[src/rtl/present_share_encoder.sv]
// present_share_encoder
// Splits an unmasked PRESENT state into first-order Boolean share pairs,
// one nibble at a time, each masked with a fresh random nibble.
// Only registered shares ever leave the block; the plain nibble stays internal.
module present_share_encoder #(
    parameter int N_NIB = 16,
    localparam int IW = (N_NIB > 1) ? $clog2(N_NIB) : 1
) (
    input  logic               clk,
    input  logic               rst,
    input  logic [4*N_NIB-1:0] in_data,
    input  logic               in_valid,
    output logic               in_ready,
    input  logic [3:0]         rnd,
    input  logic               rnd_valid,
    output logic               rnd_ready,
    output logic [3:0]         a0,
    output logic [3:0]         a1,
    output logic [IW-1:0]      idx,
    output logic               last,
    output logic               out_valid,
    input  logic               out_ready
);

    localparam logic [IW-1:0] LAST_IDX = IW'(N_NIB - 1);

    typedef enum logic [1:0] {
        IDLE  = 2'd0,
        FETCH = 2'd1,
        SEND  = 2'd2
    } state_t;

    state_t             state;
    state_t             state_nxt;
    logic [4*N_NIB-1:0] blk;
    logic [3:0]         nibs [N_NIB];
    logic [3:0]         cur_nib;

    // Slice the captured block into nibbles and pick the one being encoded.
    always_comb begin
        for (int i = 0; i < N_NIB; i++) begin
            nibs[i] = blk[4*i +: 4];
        end
        cur_nib = nibs[idx];
    end

    // State register; reset abandons any block in flight.
    always_ff @(posedge clk or posedge rst) begin
        if (rst) begin
            state <= IDLE;
        end else begin
            state <= state_nxt;
        end
    end

    // Next state plus handshake decode, taken from registered state only.
    always_comb begin
        state_nxt = state;
        in_ready  = 1'b0;
        rnd_ready = 1'b0;
        out_valid = 1'b0;
        last      = 1'b0;
        unique case (state)
            IDLE: begin
                in_ready = 1'b1;
                if (in_valid) begin
                    state_nxt = FETCH;
                end
            end
            FETCH: begin
                rnd_ready = 1'b1;
                if (rnd_valid) begin
                    state_nxt = SEND;
                end
            end
            SEND: begin
                out_valid = 1'b1;
                last      = (idx == LAST_IDX);
                if (out_ready) begin
                    state_nxt = (idx == LAST_IDX) ? IDLE : FETCH;
                end
            end
            default: begin
                state_nxt = IDLE;
            end
        endcase
    end

    // Block capture, share generation and zeroization after the final pair.
    // The secret block and shares are cleared on reset so nothing survives an abort.
    always_ff @(posedge clk or posedge rst) begin
        if (rst) begin
            blk <= '0;
            a0  <= '0;
            a1  <= '0;
            idx <= '0;
        end else begin
            unique case (state)
                IDLE: begin
                    if (in_valid) begin
                        blk <= in_data;
                        idx <= '0;
                    end
                end
                FETCH: begin
                    if (rnd_valid) begin
                        a0 <= cur_nib ^ rnd;
                        a1 <= rnd;
                    end
                end
                SEND: begin
                    if (out_ready) begin
                        if (idx == LAST_IDX) begin
                            blk <= '0;
                            a0  <= '0;
                            a1  <= '0;
                            idx <= '0;
                        end else begin
                            idx <= idx + IW'(1);
                        end
                    end
                end
                default: begin
                end
            endcase
        end
    end

endmodule
[config.mk]
export PLATFORM = sky130hd
export DESIGN_NAME = present_share_encoder
export DESIGN_NICKNAME = d
export VERILOG_FILES = /design/src/rtl/present_share_encoder.sv
export SDC_FILE = /design/constraint.sdc
export NUM_CORES = 1
export LEC_CHECK = 0
export CAP_MARGIN = 20
export CORE_ASPECT_RATIO = 1.25
export CORE_MARGIN = 8
export CORE_UTILIZATION = 44
export CTS_CLUSTER_DIAMETER = 50
export DETAILED_ROUTE_END_ITERATION = 6
export HOLD_SLACK_MARGIN = 0.05
export PLACE_DENSITY = 0.79
export SLEW_MARGIN = 20
export SYNTH_ARGS = -nofsm -noshare
export SYNTH_HDL_FRONTEND = slang
export SYNTH_SLANG_ARGS = --single-unit
[constraint.sdc]
create_clock -name clk -period 2.7 [get_ports clk]
set_clock_uncertainty 0.15 [all_clocks]
set_input_delay 0.54 -clock clk [delete_from_list [all_inputs] [get_ports clk]]
set_output_delay 0.54 -clock clk [all_outputs]
set_load 0.05 [all_outputs]
==> results of run 1 <==
==> power by group through the flow <==
stage / logic [W] / clock network, W / registers [W]
5_1_grt: 0.00249 / 0.000951 / 0.00210
3_5_place_dp: 0.00234 / 0 / 0.00203
4_1_cts: 0.00234 / 0.000899 / 0.00202
3_3_place_gp: 0.00228 / 0 / 0.00201
6_report: 0.00231 / 0.000880 / 0.00202
2_1_floorplan: 0.00152 / 0 / 0.00215
==> metrics by stage <==
stage	util	area (sq um)
detailed placement	0.578	4480
floorplan	-	3480
global route	0.604	4680
global placement	0.578	4480
CTS	0.604	4680
finish	0.604	4680
==> worst min path at each step <==
stage	startpoint	endpoint	slack, ns	depth (start not counted)
final	blk[21]$_DFFE_PP0P_	blk[21]$_DFFE_PP0P_	0.35	1
after global routing	blk[24]$_DFFE_PP0P_	blk[24]$_DFFE_PP0P_	0.37	1
after CTS	blk[13]$_DFFE_PP0P_	blk[13]$_DFFE_PP0P_	0.35	1
after detailed placement	blk[13]$_DFFE_PP0P_	blk[13]$_DFFE_PP0P_	0.33	1
after global placement	blk[53]$_DFFE_PP0P_	blk[53]$_DFFE_PP0P_	0.32	1
after floorplan	blk[13]$_DFFE_PP0P_	blk[13]$_DFFE_PP0P_	0.31	1
==> registers in the layout, summed over array words and instances, names as in the netlist <==
signal	count
idx	4
state	2
a1	4
a0	4
blk	64
==> kinds of logic after synthesis <==
group / count (synthesis) / synth area share
AO/OA/AOI/OAI: 85 / 0.206
XOR/XNOR: 10 / 0.0252
adder cells (fa/ha/maj): 1 / 0.00360
buffers and inverters: 25 / 0.0360
flip-flops: 78 / 0.562
multiplexers: 26 / 0.131
AND/OR/NAND/NOR: 27 / 0.0371
==> cell type report <==
type	count	area (sq um)
clock inverter	6	70.1
fill	632	3070
clock buffer	10	128
inverter	4	16.3
timing repair buffer	97	991
multi-input combinational	149	1400
tap	95	119
sequential	78	1950
==> worst reg2reg max path, stage by stage (launching register included) <==
cell,delay [ns]
sky130_fd_sc_hd__dfrtp_1,0.39
sky130_fd_sc_hd__buf_4,0.19
sky130_fd_sc_hd__ha_1,0.20
sky130_fd_sc_hd__nand3_1,0.16
sky130_fd_sc_hd__nor2_1,0.12
sky130_fd_sc_hd__a21oi_1,0.54
sky130_fd_sc_hd__a2bb2oi_1,0.15
sky130_fd_sc_hd__o21ai_1,0.09
==> repair_timing <==
action,4_1_cts,5_1_grt
endpoints found under the hold margin,0,0
hold buffers,0,0
resized for setup,0,1
setup endpoints to repair,0,1
==> Yosys cell counts, types with 2 or more instances <==
library cell	n	share of area
sky130_fd_sc_hd__dfrtp_1	78	0.56
sky130_fd_sc_hd__o221ai_1	2	0.0050
sky130_fd_sc_hd__inv_1	4	0.0043
sky130_fd_sc_hd__a22o_1	69	0.17
sky130_fd_sc_hd__o21ai_1	2	0.0029
sky130_fd_sc_hd__a21oi_1	2	0.0029
sky130_fd_sc_hd__nand2_1	9	0.0097
sky130_fd_sc_hd__xnor2_1	3	0.0076
sky130_fd_sc_hd__nand2b_1	2	0.0036
sky130_fd_sc_hd__nor2b_1	3	0.0054
sky130_fd_sc_hd__and2_1	2	0.0036
sky130_fd_sc_hd__o22ai_1	3	0.0054
sky130_fd_sc_hd__mux2_2	4	0.013
sky130_fd_sc_hd__nor2_1	8	0.0086
sky130_fd_sc_hd__xor2_1	7	0.018
sky130_fd_sc_hd__buf_2	7	0.010
sky130_fd_sc_hd__mux4_2	10	0.065
sky130_fd_sc_hd__mux4_1	4	0.030
sky130_fd_sc_hd__a2bb2oi_1	2	0.0050
sky130_fd_sc_hd__o21bai_1	2	0.0043
sky130_fd_sc_hd__mux2i_1	8	0.023
sky130_fd_sc_hd__clkbuf_1	10	0.011
==> layer usage <==
layer | global-route usage | vias up | part of all wire
met5 | 0 | - | 0
met4 | 0.0853 | 0 | 0.024
met3 | 0.0392 | 14 | 0.052
met2 | 0.264 | 75 | 0.50
met1 | 0.212 | 1254 | 0.42
li1 | - | 1147 | -
==> results.md, run 1 <==
- The clock share of power is 0.169.
- Counting buffers and inverters, the worst setup path is 2 cells deep.
- The instance count of the mapped netlist is between 200 and 300.
- The arrival time reported for the critical path endpoint is about 1.9 ns.
- STA puts the critical path data required time at 2.01 ns.
- Across all register-to-register paths, the minimum setup slack is about 0.65 ns.
- Once detail routing completed, the nets flagged for antenna violations numbered 0.
- The vertical die dimension is about 120 microns.
- After detailed routing, the average wire length per cell comes to 19.8 microns.
- During placement, the flow inserted port buffers numbering slightly below 90.
- The worst setup path is launched from a flip-flop.
- The first global-routing pass estimated around 14000 microns of wire.
- The hold violation total from the final report is 0.
- The number of enable flip-flop cells after synthesis is 0.
- The total power draw is around 0.0052 W.
- The initial antenna violation count came to 0.
- The H-tree generated during clock tree synthesis spans 3 levels.
- Of the total power, combinational logic draws 0.443.
- The max-cap check violation count is 0.
- The routed via count divided by cell count is between 5 and 6.
- The first detailed-routing pass ran for 4 iterations.
- The start of the worst register-to-register path is idx[1]$_DFFE_PP0P_.
- The worst path setup slack after routing is 0.102 ns.
- Entering global routing, the biggest net connects 65 pins.
- The family with the most delay on the worst path is buffers and inverters.
- Leaving out fill and tap cells, the most frequent cell in the layout is sky130_fd_sc_hd__clkdlybuf4s50_1.
- After clock tree synthesis, the clock-pin slew on the worst setup and hold paths is 0.08 ns.
- The number of unique standard cell types used by synthesis is 33.
- The post-synthesis area per instance is between 10 and 15 sq um.
- Power spread over the standard cell area amounts to roughly 1100 nW/um^2.
- The count of final max-slew check failures is 0.
- In the finished design, the share of the clock period the worst path needs comes to 0.962.
- The number of buffers and inverters on the critical path is 1.
- The fraction of layout cells with a size suffix above 1 is 0.134.
- The buffer levels on the longest clock path is 2.
- Across every metal layer, demand over resource in global routing totals 0.168.
- When the netlist entered floorplanning its net count stood at roughly 330.
- Relative to the synthesized area, the layout overhead comes to 34.6%.
- The critical path goes through nor2b_1 -> clkdlybuf4s50_1.
- The highest attainable clock frequency is 385 MHz.
- The clock tree from TritonCTS is built.
- For the worst flop-to-flop path, the logic depth is 7.
- The worst setup path is of the reg2out kind.
- The synthesized flop and latch total is roughly 80.
- In this run, placement finished with an instance count of 423.
- The relative max-transition margin is 0.581.
- For the final routed database, the setup TNS stands at 0 ns.
- The die is between 90 and 100 microns wide.
- The net count of the finished layout is 413.
- The final route contains 2490 vias.
- The destination of the critical timing path is rnd_ready.
- The switching part of the total is 0.367.
- The flow ran to the end, and the final reports show no timing, DRC or antenna violations.
- between 80 and 90 I/O pins were placed.
- For the pin with the worst max-slew slack, the measured transition is 0.629 ns.
- The slowest library cell on the worst path is sky130_fd_sc_hd__clkdlybuf4s50_1.
- After synthesis the cells add up to about 3500 sq um.
- The die covers 11000 sq um.
- The clock latency on the worst-skew pair is 0.35 ns.
- The switching power of the nets is 0.00191 W.
- The via count of the first global-routing pass is between 2000 and 3000.
- The internal power is 0.00330 W.
- The number of design-rule violations left by the first detailed-router iteration is between 150 and 200.
- For this run, the register share of the synthesized area comes to 0.562.
- The cell sitting at the root of the clock tree is a sky130_fd_sc_hd__clkbuf_8.
- The library cells used most frequently in the layout, excluding fill and tap cells, are 83 x sky130_fd_sc_hd__clkdlybuf4s50_1, 78 x sky130_fd_sc_hd__dfrtp_1, 69 x sky130_fd_sc_hd__a22o_1, 10 x sky130_fd_sc_hd__mux4_2.
- The worst slack on hold paths is about 0.35 ns.
- Setup repair after global routing left no endpoint under its margin.
- The standby leakage power is 2.06 nW.
- The endpoint type of the worst setup path is an output pin.
- Of the total power, registers draw 0.388.
- The final routed wirelength across all metal layers is 8710 microns.
- The most used flip-flop cell after synthesis is sky130_fd_sc_hd__dfrtp_1.
- Row generation in the floorplan step produced 36 rows.
- In this design, the stage delay of the slowest critical-path cell is approximately 0.84 ns.
- After clock tree synthesis, the setup repair step added 0 buffers.
- The finished layout holds 439 standard cells, fillers aside.
- The total inserted antenna cells is 0.
- The smallest clock period supported by the final layout is computed as 2.60 ns.
- For this configuration, the core starts out at a cell density of 0.449.
- The total grt overflow is 0.
- VDD sags by at most ~680 uV.
- Tracing the worst setup path back leads to its startpoint at state[1]$_DFFE_PP0P_.
- In the routed design, unresolved DRC markers number 0.
- The worst register-to-register path ends at a0[0]$_DFFE_PP0P_.
- The clock drives 78 sinks.
- The setup-violating endpoint count in the final report is 0.
- The post-synthesis async set-or-reset flop share is 1.00.
- Of all nets on the critical path, the largest fanout is 9.
- The placement-stage worst setup slack is 0.427 ns.
- In this run the worst hold path is classified as reg2reg.
- The global placement routability congestion is 0.781.
- The placeable core region is 7750 sq um.
- The count of yosys warnings during synthesis is 0.
- The number of CTS-inserted buffers is 9.
- After legalization and detailed placement, the total HPWL measured around 6300 microns.
Note: power is estimated with default switching activity, not from simulation.
==> inputs of run 2 (changes only) <==
--- a/config.mk
+++ b/config.mk
@@ -12,7 +12,7 @@
 export CTS_CLUSTER_DIAMETER = 50
 export DETAILED_ROUTE_END_ITERATION = 6
 export HOLD_SLACK_MARGIN = 0.05
-export PLACE_DENSITY = 0.79
+export PLACE_DENSITY = 0.76
 export SLEW_MARGIN = 20
 export SYNTH_ARGS = -nofsm -noshare
 export SYNTH_HDL_FRONTEND = slang
==> run 2 against run 1 <==
Against the previous run:
- fmax is 0.73% higher
- register-to-register slack worse by 0.03 ns
- largest cell class unchanged
- cell count is 0.23% higher
- via count is 1.9% higher
- clock power is 12% lower
- routed wire length is 2.4% lower
- largest power group unchanged
- count of clock-buffer cells in the layout stayed put
- hold slack worse by 0.0023 ns
- core utilization is 0.36 points lower
- worst setup slack better by 0.019 ns
- sequential power hardly changed
- combinational power hardly changed
==> results.md, run 2 (synthesis gave the netlist of run 1 again) <==
- Buffers added to address setup during post-CTS repair amount to 0.
- Once layout is complete, the utilization of the core stands at 0.600.
- In the final layout, the share of cells above drive strength 1 is 0.136.
- The path type of the worst setup path is reg2out.
- Based on the critical path, the design can be clocked at up to 388 MHz.
- The routed via count divided by cell count is 5.77.
- The switching part of the total is 0.374.
- The detailed placer's ending HPWL is 6000 microns.
- The final cycle utilization of the critical path is 0.955.
- The number of nets with antenna violations after routing is 0.
- The total overflow left after global routing is 0.
- Across every metal layer, demand over resource in global routing totals 0.160.
- The register ranked first by flip-flop count is blk.
- The source of the critical timing path is state[0]$_DFFE_PP0P_.
- STA classifies the critical path startpoint as a flip-flop.
- The detailed-route wire length per cell is roughly 19 microns.
- With fillers left out, the area of the finished cells amounts to 4650 sq um.
- The number of antenna diodes in the final layout is 0.
- The floorplan step set the die width to ~95 microns.
- In this run the worst hold path is classified as reg2reg.
- The post-detailed-placement cell area is 4470 sq um.
- The max-cap check violation count is 0.
- The share of total power dissipated in the clock network is 0.152.
- Setup repair after global routing left no endpoint under its margin.
- Measured along the y axis, the die boundary spans approximately 120 microns.
- The count of input and output buffers is 88.
- The startpoint identified for the worst register-to-register timing path is idx[1]$_DFFE_PP0P_.
- Across all hold checks on the routed design, the worst slack comes to roughly 0.35 ns.
- TritonCTS created 9 clock buffers.
- The H-tree depth is 3.
- Setup violations remaining at the end of the flow were counted as 0.
- Entering global routing, the biggest net connects 79 pins.
- The worst path setup slack after routing is 0.120 ns.
- The count of final max-slew check failures is 0.
- In this run the power density over the cells is 1100 nW/um^2.
- The required time of the critical path is between 2 and 2.5 ns.
- The number of iterations in the first detailed-routing pass is 5.
- The initial antenna violation count is 0.
- The internal power is 0.00319 W.
- The net count of the finished layout is 414.
- The analysis attributes to cell leakage a power of 2.05 nW.
- The share of total power in combinational logic is 0.453.
- The placement-stage worst setup slack is 0.395 ns.
- The cell at the root of the clock tree is sky130_fd_sc_hd__clkbuf_8.
- The switching power of the nets is ~0.0019 W.
- At the end of routability-driven placement, the weighted congestion stood at 0.764.
- The starting utilization of the core area is 0.449.
- STA puts the critical path data arrival time at 1.89 ns.
- The number of core rows is 36.
- The filler cell count in the final layout is 608.
- The clock transition time at the flip-flop clock pins of the worst setup and hold paths is roughly 0.090 ns.
- The worst hold path begins at blk[46]$_DFFE_PP0P_.
- STA classifies the critical path endpoint as an output pin.
- Of the total power, registers draw 0.395.
- The total of hold buffers inserted after clock tree synthesis is 0.
- The hold violation total from the final report is 0.
- The number of flip-flops in the largest register is 64.
- The region available for standard cell placement spans 7750 sq um.
- The detailed router finished its first iteration with 123 violations.
- Of all nets on the critical path, the largest fanout is 8.
- After detailed routing, the total wire length is 8500 microns.
- The later pin in the worst-skew pair is clocked with a latency of 0.35 ns.
- In this run the tightest slew margin relative to its limit is 0.655.
- The via count is approximately 2500.
- The die covers about 11000 sq um.
- Leaving out fill and tap cells, the most frequent cells in the layout are 83 x sky130_fd_sc_hd__clkdlybuf4s50_1, 78 x sky130_fd_sc_hd__dfrtp_1, 69 x sky130_fd_sc_hd__a22o_1, 11 x sky130_fd_sc_hd__buf_4, 10 x sky130_fd_sc_hd__mux4_2.
- For this run, design rule violations remaining after detail routing come to 0.
- The setup TNS after final layout is 0 ns.
- The wire length of the first global-routing pass is 13500 microns.
- The via count of the first global-routing pass was 2714.
- Clock tree synthesis found a total of 78 sinks.
- Leaving out fill and tap cells, the most frequent cell in the layout is sky130_fd_sc_hd__clkdlybuf4s50_1.
- Pin placement for this block handled between 80 and 90 I/O pins.
- The clock tree from TritonCTS is built.
- The flow ran to the end, and the final reports show no timing, DRC or antenna violations.
- IR analysis of the VDD net gives a maximum drop of 667 uV.
- The buffer levels on the longest clock path is 2.
- The worst path needs 2.58 ns of the cycle, external delays included.
- The slew of the pin with the lowest slew margin is 0.516 ns.
- From synthesis to final layout, the design area changed by 33.8%.
## run 2: stage by stage
| stage | power [W] | cells |
|---|---|---|
| CTS | 0.00515 | 440 |
| global placement | 0.00428 | 424 |
| detailed placement | 0.00435 | 424 |
| finish | 0.00510 | 440 |
| global route | 0.00542 | 440 |
| floorplan | 0.00367 | 252 |
## run 2: per-layer routing
metal	vias up	global-route usage	share of wire
li1	1150	-	-
met1	1300	0.193	0.40
met2	74	0.261	0.52
met3	14	0.0438	0.054
met4	0	0.0689	0.024
met5	-	0	0
## run 2: timing repair
| item | in CTS | in global routing |
|---|---|---|
| setup endpoints to repair | 0 | 1 |
| endpoints found under the hold margin | 0 | 0 |
| resized for setup | 0 | 1 |
## run 2: worst paths after layout
kind / endpoint / slack (ns) / cells after the start
min: blk[46]$_DFFE_PP0P_ / 0.35 / 1
max in group asynchronous: blk[26]$_DFFE_PP0P_ / 1.63 / 3
max: rnd_ready / 0.12 / 2
min in group asynchronous: a0[3]$_DFFE_PP0P_ / 0.45 / 3
min reg2reg: blk[46]$_DFFE_PP0P_ / 0.35 / 1
max reg2reg: a0[0]$_DFFE_PP0P_ / 0.62 / 6
## run 2: critical path: stages, from the launching register on
cell and delay [ns]:
sky130_fd_sc_hd__dfrtp_1 0.48, sky130_fd_sc_hd__nor2b_1 0.23, sky130_fd_sc_hd__clkdlybuf4s50_1 0.83
## run 2: power by group through the flow
stage	Clock, W	Combinational (W)	Sequential [W]
floorplan	0	0.00152	0.00215
global placement	0	0.00227	0.00200
detailed placement	0	0.00233	0.00202
CTS	0.000798	0.00234	0.00201
global route	0.000848	0.00249	0.00208
finish	0.000776	0.00231	0.00201
## run 2: cell type report
class                      count  area (sq um)  share of cell area
clock buffer                  10           128              0.0274
clock inverter                 6          47.5              0.0102
inverter                       4          16.3             0.00350
multi-input combinational    149          1400               0.302
sequential                    78          1950               0.420
tap                           95           119              0.0256
timing repair buffer          98           986               0.212
==> inputs of run 3 (changes only) <==
--- a/config.mk
+++ b/config.mk
@@ -9,10 +9,12 @@
 export CORE_ASPECT_RATIO = 1.25
 export CORE_MARGIN = 8
 export CORE_UTILIZATION = 44
+export CTS_BUF_LIST = sky130_fd_sc_hd__clkbuf_16
 export CTS_CLUSTER_DIAMETER = 50
 export DETAILED_ROUTE_END_ITERATION = 6
 export HOLD_SLACK_MARGIN = 0.05
 export PLACE_DENSITY = 0.76
+export SETUP_SLACK_MARGIN = 0.05
 export SLEW_MARGIN = 20
 export SYNTH_ARGS = -nofsm -noshare
 export SYNTH_HDL_FRONTEND = slang
==> run 3 against run 2 <==
Against the previous run:
- combinational power about the same
- cell count increased by 0.45%
- core utilization increased by 2.7 points
- die area unchanged
- via count decreased by 0.12%
- critical path type unchanged
- largest cell class unchanged
==> results.md, run 3 (synthesis gave the netlist of run 1 again) <==
- The flow ran to the end, and the final reports show no timing, DRC or antenna violations.
- Detailed routing inserted a total of 2535 vias.
- After routing the design area is 4860 sq um.
- The global placement routability congestion is 0.770.
- The largest driver fanout on the critical path is 8.
- The arrival time reported for the critical path endpoint is about 1.9 ns.
- Setup repair after global routing left no endpoint under its margin.
- Across the VDD grid, the largest voltage drop is 677 uV.
- The worst slack on hold paths is ~0.34 ns.
- Setup violations remaining at the end of the flow were counted as 0.
- The initial utilization of the core area, before any placement, comes to 0.449.
- The clock net in this run drives a total of 78 sinks.
- The number of CTS-inserted buffers is 9.
- Traced cell by cell, the critical path runs through nand2b_1 -> inv_1 -> clkdlybuf4s50_1.
- The analysis attributes to cell leakage a power of 2.15 nW.
- The endpoint type of the worst setup path is an output pin.
- Counting flops per register, the top entry is blk.
- The cell at the root of the clock tree is sky130_fd_sc_hd__clkbuf_16.
- The share of total power dissipated in the clock network is 0.239.
- The detail route stage leaves a number of antenna-violating nets equal to 0.
- In this run the power density over the cells is between 1000 and 1500 nW/um^2.
- The top-level I/O count is slightly below 90.
- The clock transition time at the flip-flop clock pins of the worst setup and hold paths is approximately 0.060 ns.
- Of the total power, registers draw 0.355.
- Summed over all layers, the global routing overflow is 0.
- The combined buffer and inverter count along the critical path is 2.
- Leaving out fill and tap cells, the most frequent cell in the layout is sky130_fd_sc_hd__clkdlybuf4s50_1.
- The depth of the worst register-to-register path is 6.
- The growth of design area from synthesis to finish is 39.7%.
- The fraction of layout cells with a size suffix above 1 is 0.141.
- Cell internal power was estimated by the tool at roughly 0.0038 W.
- The startpoint type of the worst setup path is a flip-flop.
- The first global-routing pass estimated roughly 14000 microns of wire.
- The initial antenna violation count came to 0.
- The library cells used most frequently in the layout, excluding fill and tap cells, are 83 x sky130_fd_sc_hd__clkdlybuf4s50_1, 78 x sky130_fd_sc_hd__dfrtp_1, 69 x sky130_fd_sc_hd__a22o_1, 11 x sky130_fd_sc_hd__buf_4, 10 x sky130_fd_sc_hd__mux4_2.
- The non-filler instance count after layout is between 400 and 500.
- Max-cap violations in this run came to 0.
- The switching power of the nets is between 0.0015 and 0.002 W.
- The vertical die dimension is about 120 microns.
- The minimum period implied by the final worst setup slack is 2.60 ns.
- The endpoint identified for the worst register-to-register timing path is a0[3]$_DFFE_PP0P_.
- The min-delay analysis places its worst path in the category reg2reg.
- The H-tree depth is 3.
- STA puts the critical path data required time at between 2 and 2.5 ns.
- The path type of the worst setup path is reg2out.
- In this design, the stage delay of the slowest critical-path cell is 0.81 ns.
- The final cycle utilization of the critical path is 0.962.
- The die is 95.5 microns wide.
- The die covers 11000 sq um.
- The family with the most delay on the worst path is buffers and inverters.
- The total inserted antenna cells is 0.
- The area of the multi-input gates is about 1400 sq um.
- The switching part of the total is 0.339.
- The clock latency on the worst-skew pair is 0.33 ns.
- The final routed wirelength across all metal layers is 8550 microns.
- The worst hold path depth is 1.
- In this run the critical register-to-register path is launched from idx[1]$_DFFE_PP0P_.
- Buffers placed on the I/O ports in this run total 88.
- After floorplanning, the core was sized to cover 7750 sq um.
- TritonCTS built the clock tree.
- The beginning of the worst hold path is blk[12]$_DFFE_PP0P_.
- Power comes to 0.00571 W.
- The worst-case hold path end point is blk[12]$_DFFE_PP0P_.
- The share of total power in combinational logic is 0.406.
- Setup total negative slack on the finished layout was measured at 0 ns.
- The register cell area after layout is roughly 2000 sq um.
- For this run, the top clock speed supported by timing is a little under 400 MHz.
- After filler insertion, the fill cell instance count of the layout stands at around 610.
- In the routed layout, each cell is associated on average with a via count of 5.74.
- The buffer levels on the longest clock path is 2.
- In this run, placement finished with an instance count of about 430.
- The internal reg-to-reg setup slack is between 0.6 and 0.7 ns.
- The post-detailed-placement cell area is around 4500 sq um.
- The number of core rows is 36.
- The detailed placer's ending HPWL is ~6300 microns.
- For the pin with the worst max-slew slack, the measured transition is 0.552 ns.
- For this design, the CTS-stage hold fixing added 0 buffers.
- In the final routed layout, each cell accounts on average for 19.3 microns.
- The hold violation total from the final report is 0.
- The number of iterations in the first detailed-routing pass is 4.
- The count of final max-slew check failures was 0.
- The register with the most flip-flops in the layout has 64 of them.
- The combined global-route utilization of all metal layers is 0.167.
- The largest individual stage delay along the critical path comes from the cell sky130_fd_sc_hd__clkdlybuf4s50_1.
- The net count of the finished layout is 416.
- Entering global routing, the biggest net connects 57 pins.
- Measured against its own limit, the worst slew margin works out to 0.632.
- The first routing iteration left about 130 violations.
- The via count of the first global-routing pass is around 2800.
- After detailed routing, the number of remaining DRC violations is 0.
## run 3: worst max-delay path by stage
stage,startpoint,end,slack (ns),depth (start not counted)
after floorplan,idx[1]$_DFFE_PP0P_,a0[0]$_DFFE_PP0P_,0.07,6
after global placement,out_ready,blk[62]$_DFFE_PP0P_,0.44,6
after detailed placement,out_ready,blk[36]$_DFFE_PP0P_,0.37,6
after CTS,state[0]$_DFFE_PP0P_,rnd_ready,0.09,2
after global routing,state[0]$_DFFE_PP0P_,out_valid,0.05,3
final,state[0]$_DFFE_PP0P_,out_valid,0.10,3
## run 3: repair_timing
item,CTS,global route
setup buffers,0,0
resized for setup,0,1
endpoints found under the setup margin,0,1
hold endpoints to repair,0,0
## run 3: metrics by stage
stage | setup WS, ns | utilization
after floorplan | 0.0750 | -
after global placement | 0.439 | 0.583
after detailed placement | 0.373 | 0.583
after CTS | 0.0853 | 0.627
after global routing | 0.0536 | 0.627
final | 0.102 | 0.627
## run 3: area by class of cell
class                      count  area share
sequential                    78       0.402
tap                           95      0.0245
timing repair buffer         100       0.211
clock buffer                   9      0.0464
multi-input combinational    149       0.289
clock inverter                 7      0.0234
inverter                       4     0.00386
## run 3: layer usage
| layer | global-route usage | vias to the layer above | wire (microns) |
|---|---|---|---|
| met3 | 0.0340 | 12 | 400 |
| met5 | 0 | - | 0 |
| met4 | 0.0822 | 0 | 146 |
| li1 | - | 1159 | - |
| met1 | 0.198 | 1295 | 3480 |
| met2 | 0.281 | 69 | 4520 |
## run 3: power by group through the flow
stage	registers (W)	clock network (W)	logic (W)
5_1_grt	0.00209	0.00143	0.00251
2_1_floorplan	0.00215	0	0.00152
3_5_place_dp	0.00203	0	0.00235
4_1_cts	0.00203	0.00138	0.00235
3_3_place_gp	0.00201	0	0.00230
6_report	0.00203	0.00136	0.00231
